===== src/rtl/mem_port_arbiter.sv =====
// Byte-serial memory port shared by instruction fetch, load and store.
// Accepts one request at a time: store > load > fetch.
// Reads run one byte per cycle against a memory with one cycle of read latency.
// Writes also run one byte per cycle.
module mem_port_arbiter (
   input  logic        clk,
   input  logic        rst,
   input  logic        rdy,
   input  logic        if_req,
   input  logic [31:0] if_addr,
   input  logic        ld_req,
   input  logic [31:0] ld_addr,
   input  logic [2:0]  ld_size,
   input  logic        ld_signed,
   input  logic        st_req,
   input  logic [31:0] st_addr,
   input  logic [2:0]  st_size,
   input  logic [31:0] st_data,
   input  logic        flush,
   input  logic        io_buffer_full,
   input  logic [7:0]  mem_din,
   output logic [7:0]  mem_dout,
   output logic [31:0] mem_a,
   output logic        mem_wr,
   output logic [31:0] rdata,
   output logic        if_done,
   output logic        ld_done,
   output logic        st_done
);

   typedef enum logic [1:0] {StIdle, StRead, StWrite} state_e;
   typedef enum logic [1:0] {OwnNone, OwnIf, OwnLd, OwnSt} owner_e;

   state_e      state_q, state_d;
   owner_e      owner_q, owner_d;
   // Cycle index within a transaction: 1 in the first cycle after acceptance.
   logic [2:0]  cnt_q, cnt_d;
   logic [2:0]  nbytes_q, nbytes_d;
   logic [31:0] addr_q, addr_d;
   logic [31:0] wdata_q, wdata_d;
   logic        sgn_q, sgn_d;
   logic [31:0] rbuf_q, rbuf_d;
   logic [31:0] rdata_q, rdata_d;
   logic [31:0] mem_a_q, mem_a_d;
   logic [7:0]  mem_dout_q, mem_dout_d;
   logic        mem_wr_q, mem_wr_d;
   logic        if_done_q, if_done_d;
   logic        ld_done_q, ld_done_d;
   logic        st_done_q, st_done_d;

   logic        st_ok;
   logic [31:0] rbuf_nx;
   logic [1:0]  rd_idx;

   // Anything other than 1 or 2 bytes is a full word.
   function automatic logic [2:0] norm_size(input logic [2:0] s);
      case (s)
         3'd1:    return 3'd1;
         3'd2:    return 3'd2;
         default: return 3'd4;
      endcase
   endfunction

   function automatic logic [7:0] byte_sel(input logic [31:0] w, input logic [1:0] idx);
      case (idx)
         2'd0:    return w[7:0];
         2'd1:    return w[15:8];
         2'd2:    return w[23:16];
         default: return w[31:24];
      endcase
   endfunction

   function automatic logic [31:0] fmt_rdata(input logic [31:0] w, input logic [2:0] n,
                                             input logic sgn);
      case (n)
         3'd1:    return sgn ? {{24{w[7]}}, w[7:0]} : {24'd0, w[7:0]};
         3'd2:    return sgn ? {{16{w[15]}}, w[15:0]} : {16'd0, w[15:0]};
         default: return w;
      endcase
   endfunction

   // Next-state and registered-output computation.
   always_comb begin
      state_d    = state_q;
      owner_d    = owner_q;
      cnt_d      = cnt_q;
      nbytes_d   = nbytes_q;
      addr_d     = addr_q;
      wdata_d    = wdata_q;
      sgn_d      = sgn_q;
      rbuf_d     = rbuf_q;
      rdata_d    = rdata_q;
      mem_a_d    = mem_a_q;
      mem_dout_d = mem_dout_q;
      mem_wr_d   = mem_wr_q;
      if_done_d  = 1'b0;
      ld_done_d  = 1'b0;
      st_done_d  = 1'b0;
      // I/O-mapped stores wait while the UART buffer is full.
      st_ok      = st_req && !((st_addr[17:16] == 2'b11) && io_buffer_full);
      rd_idx     = 2'(cnt_q - 3'd2);
      rbuf_nx    = rbuf_q;

      unique case (state_q)
         StIdle: begin
            mem_a_d    = 32'd0;
            mem_dout_d = 8'd0;
            mem_wr_d   = 1'b0;
            cnt_d      = 3'd0;
            if (st_ok) begin
               state_d    = StWrite;
               owner_d    = OwnSt;
               addr_d     = st_addr;
               nbytes_d   = norm_size(st_size);
               wdata_d    = st_data;
               sgn_d      = 1'b0;
               cnt_d      = 3'd1;
               mem_a_d    = st_addr;
               mem_dout_d = st_data[7:0];
               mem_wr_d   = 1'b1;
            end else if (!flush && ld_req) begin
               state_d  = StRead;
               owner_d  = OwnLd;
               addr_d   = ld_addr;
               nbytes_d = norm_size(ld_size);
               sgn_d    = ld_signed;
               rbuf_d   = 32'd0;
               cnt_d    = 3'd1;
               mem_a_d  = ld_addr;
            end else if (!flush && if_req) begin
               state_d  = StRead;
               owner_d  = OwnIf;
               addr_d   = if_addr;
               nbytes_d = 3'd4;
               sgn_d    = 1'b0;
               rbuf_d   = 32'd0;
               cnt_d    = 3'd1;
               mem_a_d  = if_addr;
            end
         end

         StRead: begin
            if (flush) begin
               state_d = StIdle;
               owner_d = OwnNone;
               cnt_d   = 3'd0;
               mem_a_d = 32'd0;
            end else begin
               // Data for the address of cycle k arrives in cycle k+1.
               if (cnt_q >= 3'd2) begin
                  case (rd_idx)
                     2'd0:    rbuf_nx[7:0]   = mem_din;
                     2'd1:    rbuf_nx[15:8]  = mem_din;
                     2'd2:    rbuf_nx[23:16] = mem_din;
                     default: rbuf_nx[31:24] = mem_din;
                  endcase
                  rbuf_d = rbuf_nx;
               end
               if (cnt_q == nbytes_q + 3'd1) begin
                  state_d = StIdle;
                  owner_d = OwnNone;
                  cnt_d   = 3'd0;
                  mem_a_d = 32'd0;
                  rdata_d = fmt_rdata(rbuf_nx, nbytes_q, sgn_q);
                  unique case (owner_q)
                     OwnIf:   if_done_d = 1'b1;
                     OwnLd:   ld_done_d = 1'b1;
                     default: ;
                  endcase
               end else begin
                  cnt_d   = cnt_q + 3'd1;
                  mem_a_d = (cnt_q < nbytes_q) ? addr_q + {29'd0, cnt_q} : 32'd0;
               end
            end
         end

         StWrite: begin
            // Stores are committed: flush is ignored here.
            if (cnt_q == nbytes_q) begin
               state_d    = StIdle;
               owner_d    = OwnNone;
               cnt_d      = 3'd0;
               mem_a_d    = 32'd0;
               mem_dout_d = 8'd0;
               mem_wr_d   = 1'b0;
               st_done_d  = (owner_q == OwnSt);
            end else begin
               cnt_d      = cnt_q + 3'd1;
               mem_a_d    = addr_q + {29'd0, cnt_q};
               mem_dout_d = byte_sel(wdata_q, cnt_q[1:0]);
               mem_wr_d   = 1'b1;
            end
         end

         default: begin
            state_d    = StIdle;
            owner_d    = OwnNone;
            cnt_d      = 3'd0;
            mem_a_d    = 32'd0;
            mem_dout_d = 8'd0;
            mem_wr_d   = 1'b0;
         end
      endcase
   end

   // State register; reset wins over rdy, rdy low freezes everything.
   always_ff @(posedge clk) begin
      if (rst) begin
         state_q    <= StIdle;
         owner_q    <= OwnNone;
         cnt_q      <= 3'd0;
         nbytes_q   <= 3'd0;
         addr_q     <= 32'd0;
         wdata_q    <= 32'd0;
         sgn_q      <= 1'b0;
         rbuf_q     <= 32'd0;
         rdata_q    <= 32'd0;
         mem_a_q    <= 32'd0;
         mem_dout_q <= 8'd0;
         mem_wr_q   <= 1'b0;
         if_done_q  <= 1'b0;
         ld_done_q  <= 1'b0;
         st_done_q  <= 1'b0;
      end else if (rdy) begin
         state_q    <= state_d;
         owner_q    <= owner_d;
         cnt_q      <= cnt_d;
         nbytes_q   <= nbytes_d;
         addr_q     <= addr_d;
         wdata_q    <= wdata_d;
         sgn_q      <= sgn_d;
         rbuf_q     <= rbuf_d;
         rdata_q    <= rdata_d;
         mem_a_q    <= mem_a_d;
         mem_dout_q <= mem_dout_d;
         mem_wr_q   <= mem_wr_d;
         if_done_q  <= if_done_d;
         ld_done_q  <= ld_done_d;
         st_done_q  <= st_done_d;
      end
   end

   assign mem_a    = mem_a_q;
   assign mem_dout = mem_dout_q;
   assign mem_wr   = mem_wr_q;
   assign rdata    = rdata_q;
   assign if_done  = if_done_q;
   assign ld_done  = ld_done_q;
   assign st_done  = st_done_q;

endmodule


===== config.mk =====
export PLATFORM = sky130hd
export DESIGN_NAME = mem_port_arbiter
export DESIGN_NICKNAME = d
export VERILOG_FILES = /design/src/rtl/mem_port_arbiter.sv
export SDC_FILE = /design/constraint.sdc
export NUM_CORES = 1
export LEC_CHECK = 0
export BUFFER_PORTS_ARGS = -buffer_cell sky130_fd_sc_hd__buf_2
export CAP_MARGIN = 20
export CORE_MARGIN = 2
export CORE_UTILIZATION = 55
export CTS_CLUSTER_SIZE = 28
export DETAILED_ROUTE_END_ITERATION = 16
export PLACE_DENSITY_LB_ADDON = 0.08
export SKIP_CTS_REPAIR_TIMING = 1
export SYNTH_ARGS = -nofsm -noshare
export SYNTH_HDL_FRONTEND = slang
export SYNTH_SLANG_ARGS = --single-unit

===== constraint.sdc =====
create_clock -name clk -period 3.2 [get_ports clk]
set_clock_uncertainty 0.15 [all_clocks]
set_input_delay 0 -clock clk [delete_from_list [all_inputs] [get_ports clk]]
set_output_delay 0 -clock clk [all_outputs]
set_load 0.03 [all_outputs]

==> metrics.cfg, run 1 <==
[placed_design]
placed_area_mm2 = 0.0112
place_congestion = 0.932
dp_hpwl_um = 21100
dp_cells = 1650
io_buffer_count = 226

[timing]
timing_hold_violations_final = 17
relSlewSlack_pct = 28.3
tightest_slew_ns = 1.07
whs_ns = -0.119
rsz0062_at_grt = no
final.setup.tns_ns = 0
slew_viol_final = 0
setup_viol = 0
period_minus_slack_ns = 3.00
fin_crit_sh_pct = 93.8
fmax_ghz = 0.333

[synth]
synth-async-reset-ratio_pct = 0
ys_warn_count = 0
synth_area_mm2 = 0.00990
ys_seq_elements = 183
syn-instance-count = 1267
synth_flop_cell = dfxtp_1
synth.avg_cell_area_um2 = 7.81
ys_types = 70
synth-edff-count = 0
ys_seq_area_share_pct = 37.0
synth.net_count = 1433

[route]
wl_um = 33000
drt_iter0_drc = 947
detail_route.wl_per_cell_um = 18.4
final_antenna_net_count = 0
vias_per_cell = 6.03
drc = 0
firstDrtPassIters = 6
num_vias = 10793

[critical_path]
reg2reg_from = nbytes_q[0]
reg2reg_slack_ns = 0.20
path_max_fanout = 10
ff2ff_path_depth = 7
r2r_end = mem_a[4]
critPathLaunchType = flop
crit_required_ns = 3.39
critPathCaptureType = flop
cp.arrival_ns = 3.19
criticalPathCategory = reg -> reg

[final_layout]
stdcell_area_mm2 = 0.0128
fillCellCount = 1458
layout.cells.non_filler = 1791
nets = 1716
area_growth_pct = 29.7
final_common_cell = buf_2
multi_input_area_mm2 = 0.00578
mostFrequentLayoutCells = 225 x buf_2, 183 x dfxtp_1, 176 x nand2_1
diodes = 0
regArea_mm2 = 0.00366
layout-drive-gt1-share_pct = 20.9

[floorplan]
rows = 49
core_area_mm2 = 0.0178
die_y_um = 138
initial_core_util_pct = 55.5
die_w_um = 138
io_pins = 227
design.die.area_mm2 = 0.0191

[grt]
grt-ovfl-total = 0
grt_max_degree = 102
grt_pass1_wl_um = 50000
grt_use_total_pct = 31.8
antenna_found_initial = 0
first_global_vias = 9565

[clock_network]
clkSinkCount = 183
clk_pin_slew_ns = 0.07
clk_path_buf_depth = 2
numCtsBuffers = 17
root_buffer = clkbuf_16
tritoncts = done
cts_max_level = 4
clkLatencyLatePin_ns = 0.44

[pwr]
power_mw = 5.48
p_per_area_mw_per_mm2 = 427
peakVddDrop_mv = 0.384
leakagePower_nw = 5.22

[hold_path]
hold_path.class = in -> reg
hold_depth = 5
hold_start = if_addr[24]
hold_end = addr_q[24]

[status]
violations = hold timing
outcome = finished, violations left

[flow_run]
cap_violations = 0

kinds of logic (layout without fill, tap and decap cells):
kind of cell / count (synthesis) / count (layout) / synth area share [%]
AO/OA/AOI/OAI: 414 / 415 / 27.3
XOR/XNOR: 15 / 15 / 1.49
adder cells (fa/ha/maj): 15 / 15 / 1.97
buffers and inverters: 127 / 421 / 5.11
flip-flops: 183 / 183 / 37.0
multiplexers: 60 / 60 / 6.08
AND/OR/NAND/NOR: 453 / 453 / 21.0
stage by stage:
stage	util [%]	hold slack (ns)	setup WS, ns
floorplan	-	-0.0140	0.626
global placement	62.7	0.0913	0.326
detailed placement	62.7	0.0965	0.209
CTS	65.8	-0.366	0.192
global route	72.0	0.000213	0.0649
finish	72.0	-0.119	0.198
metal layers:
| metal | wire length, um | up-vias | global-route usage (%) |
|---|---|---|---|
| li1 | - | 5149 | - |
| met3 | 2580 | 80 | 5.82 |
| met2 | 15900 | 519 | 53.7 |
| met5 | 0 | - | 0 |
| met4 | 931 | 0 | 11.0 |
| met1 | 13600 | 5045 | 41.1 |
cell usage after synthesis (all sizes together), types with 3 or more instances:
library cell | n | area share, %
nor3 | 24 | 1.3
xnor2 | 8 | 0.71
nor4 | 15 | 0.95
a21oi | 142 | 7.2
a221oi | 5 | 0.44
o31a | 13 | 1.2
and4 | 4 | 0.35
a2bb2oi | 8 | 0.71
inv | 19 | 0.72
o31ai | 14 | 1.5
nand2b | 5 | 0.32
mux2i | 59 | 6.0
nand4 | 7 | 0.44
a211oi | 29 | 2.2
o211a | 8 | 0.81
o2111ai | 3 | 0.27
nor4b | 3 | 0.42
xor2 | 6 | 0.53
nand3 | 35 | 1.8
ha | 14 | 1.8
a32oi | 3 | 0.27
nand2 | 176 | 6.7
or2 | 18 | 1.1
o21ai | 93 | 4.7
a311oi | 11 | 0.97
o21a | 5 | 0.45
o211ai | 9 | 0.68
a22oi | 41 | 3.1
clkbuf | 91 | 3.5
nor2 | 116 | 4.4
and2 | 3 | 0.19
buf | 17 | 0.94
a222oi | 8 | 0.81
nor2b | 23 | 1.5
and3 | 16 | 1.0
dfxtp | 183 | 37
sequential cells by signal, summed over array words and instances, names as in the netlist:
register	flops
nbytes_q	3
st_done	1
mem_wr	1
state_q	2
ld_done	1
owner_q	2
mem_dout	8
rbuf_q	32
sgn_q	1
addr_q	32
mem_a	32
rdata	32
if_done	1
wdata_q	32
cnt_q	3
worst max-delay path, cell delays in order, from the launching register on:
cell      delay [ns]
dfxtp_1         0.40
inv_1           0.09
ha_1            0.31
xnor2_1         0.38
o311ai_2        0.26
o31ai_2         0.91
nand2_1         0.10
a311oi_1        0.30
where the power goes:
| group | internal, mW | switching (mW) | total, mW |
|---|---|---|---|
| clock | 1.04 | 0.941 | 1.98 |
| sequential | 2.37 | 0.0839 | 2.45 |
| combinational | 0.435 | 0.607 | 1.04 |
| total | 3.84 | 1.63 | 5.48 |
final cells by class:
cell class                 count  share of cell area (%)
timing repair buffer         371                    19.4
tap                          229                    2.23
clock inverter                12                   0.741
sequential                   183                    28.5
multi-input combinational    958                    45.0
inverter                      19                   0.555
clock buffer                  19                    3.53
worst max path at each step:
stage | slack, ns | start | end | cells past startpoint
after detailed placement | 0.21 | nbytes_q[0] | mem_a[30] | 8
after floorplan | 0.63 | cnt_q[1] | mem_a[12] | 9
final | 0.20 | nbytes_q[0] | mem_a[4] | 7
after CTS | 0.19 | nbytes_q[0] | mem_a[30] | 8
after global placement | 0.33 | nbytes_q[0] | mem_a[29] | 8
after global routing | 0.06 | cnt_q[1] | mem_a[14] | 7
Power figures use the tool's default switching activity.
==> run 2, diff against run 1 <==
HOLD_SLACK_MARGIN = 0.05   (was unset)
==> run 2 against run 1 <==
The run still ends with hold timing left. Count of clock-buffer cells in the layout did not move. Via count up 0.92%. Global-route usage unchanged. Sequential cell count is the same. Cell count grew 1.1%. Clock power about the same. Critical path type unchanged. Critical endpoint unchanged. Highest routed layer unchanged.
==> metrics.cfg, run 2 (synthesized netlist as in run 1, its figures left out) <==
[grt]
grt_max_degree = 102  ; unchanged
antenna_found_initial = 0  ; unchanged
grt_use_total_pct = 31.8  ; unchanged
grt-ovfl-total = 0  ; unchanged
grt_pass1_wl_um = 50000  ; unchanged
first_global_vias = 9565  ; unchanged

[clock_network]
clkLatencyLatePin_ns = 0.44  ; about the same
clkSinkCount = 183  ; unchanged
numCtsBuffers = 17  ; unchanged
clk_path_buf_depth = 2  ; unchanged
cts_max_level = 4  ; unchanged
tritoncts = done
clk_pin_slew_ns = 0.07  ; about the same
root_buffer = clkbuf_16

[timing]
timing_hold_violations_final = 4  ; -13
rsz0062_at_grt = no
period_minus_slack_ns = 3.05  ; +0.0512 ns
setup_viol = 0  ; unchanged
final.setup.tns_ns = 0  ; unchanged
relSlewSlack_pct = 27.4  ; -0.88 points
whs_ns = -0.00846  ; +0.111 ns
fin_crit_sh_pct = 95.4  ; +1.6 points
tightest_slew_ns = 1.08  ; +0.0132 ns
setup_ws_ns = 0.147  ; -0.0512 ns
slew_viol_final = 0  ; unchanged
fmax_ghz = 0.327  ; -1.7%

[final_layout]
fin_util_pct = 73.1  ; +1.1 points
area_growth_pct = 31.7
mostFrequentLayoutCells = 225 x buf_2, 183 x dfxtp_1, 176 x nand2_1
nets = 1736  ; +1.2%
multi_input_area_mm2 = 0.00578  ; unchanged
diodes = 0  ; unchanged
stdcell_area_mm2 = 0.0130  ; +1.6%
fillCellCount = 1425  ; -2.3%
final_common_cell = buf_2
layout-drive-gt1-share_pct = 20.6  ; -0.26 points
regArea_mm2 = 0.00366  ; unchanged

[floorplan]
io_pins = 227  ; unchanged
initial_core_util_pct = 55.5  ; unchanged
die_w_um = 138  ; unchanged
rows = 49  ; unchanged
design.die.area_mm2 = 0.0191  ; unchanged
die_y_um = 138  ; unchanged
core_area_mm2 = 0.0178  ; unchanged

[hold_path]
hold_path.class = in -> reg

[placed_design]
io_buffer_count = 226  ; unchanged
placed_area_mm2 = 0.0112  ; unchanged
pre_cts_ws_ns = 0.209  ; unchanged
place_congestion = 0.932  ; unchanged
dp_hpwl_um = 21100  ; unchanged

[pwr]
p_per_area_mw_per_mm2 = 422  ; -1.1%
p_seq_share_pct = 44.5  ; -0.2 points
internal_power_mw = 3.87  ; +0.58%
peakVddDrop_mv = 0.383  ; -0.35%
switching_power_mw = 1.63  ; +0.15%
clkPwrFrac_pct = 36.0  ; -0.2 points
p_sw_share_pct = 29.7  ; -0.089 points
leakagePower_nw = 5.30  ; +1.6%
combPwrFrac_pct = 19.5  ; +0.5 points

[route]
firstDrtPassIters = 7  ; +1
vias_per_cell = 6.01  ; -0.20%
detail_route.wl_per_cell_um = 18.4  ; +0.20%
drc = 0  ; unchanged
final_antenna_net_count = 0  ; unchanged
drt_iter0_drc = 1103  ; +16%
wl_um = 33400  ; +1.3%
num_vias = 10892  ; +0.92%

[flow_run]
cap_violations = 0  ; unchanged

[critical_path]
crit_required_ns = 3.38  ; about the same
criticalPathCategory = reg -> reg
path_max_fanout = 10  ; unchanged
critPathCaptureType = flop
critPathLaunchType = flop
cp.arrival_ns = 3.24  ; +0.05 ns

[status]
violations = hold timing
outcome = finished, violations left

run 2: cell count changes in the layout (fill, tap and decap cells not counted), sizes merged:
cell	previous run	this run
dlygate4sd3	109	129
run 2: stage by stage:
stage	instances	total power, mW
after floorplan	1267	3.05
after global placement	1650	3.38
after detailed placement	1650	3.39
after CTS	1681	5.35
after global routing	1811	5.71
final	1811	5.50
run 2: final timing paths:
path / startpoint / endpoint / slack (ns) / cells past startpoint
max reg2reg: nbytes_q[0] / mem_a[4] / 0.15 / 7
min reg2reg: wdata_q[7] / wdata_q[7] / 0.31 / 2
min: ld_addr[18] / mem_a[18] / -0.008 / 5
max: nbytes_q[0] / mem_a[4] / 0.15 / 7
run 2: critical path, cell delays in order (launching register included):
cell and delay (ns):
dfxtp_1 0.39, inv_1 0.08, ha_1 0.31, xnor2_1 0.39, o311ai_2 0.26, o31ai_2 0.95
nand2_1 0.10, a311oi_1 0.31
run 2: layout make-up:
cell class / count / share of cell area (%)
inverter: 19 / 0.547
multi-input combinational: 958 / 44.3
sequential: 183 / 28.1
clock inverter: 12 / 0.729
tap: 229 / 2.20
timing repair buffer: 391 / 20.7
clock buffer: 19 / 3.47
run 2: power groups by stage:
stage,registers [mW],logic [mW],clock network [mW]
2_1_floorplan,2.53,0.520,0
3_5_place_dp,2.50,0.892,0
6_report,2.45,1.07,1.98
4_1_cts,2.45,0.899,2.01
5_1_grt,2.46,1.16,2.09
3_3_place_gp,2.50,0.884,0
run 2: per-layer routing:
| metal | up-vias | GRT usage [%] | wire, um |
|---|---|---|---|
| li1 | 5187 | - | - |
| met1 | 5052 | 41.1 | 13500 |
| met2 | 581 | 53.7 | 16200 |
| met3 | 72 | 5.82 | 2790 |
| met4 | 0 | 11.0 | 874 |
| met5 | - | 0 | 0 |
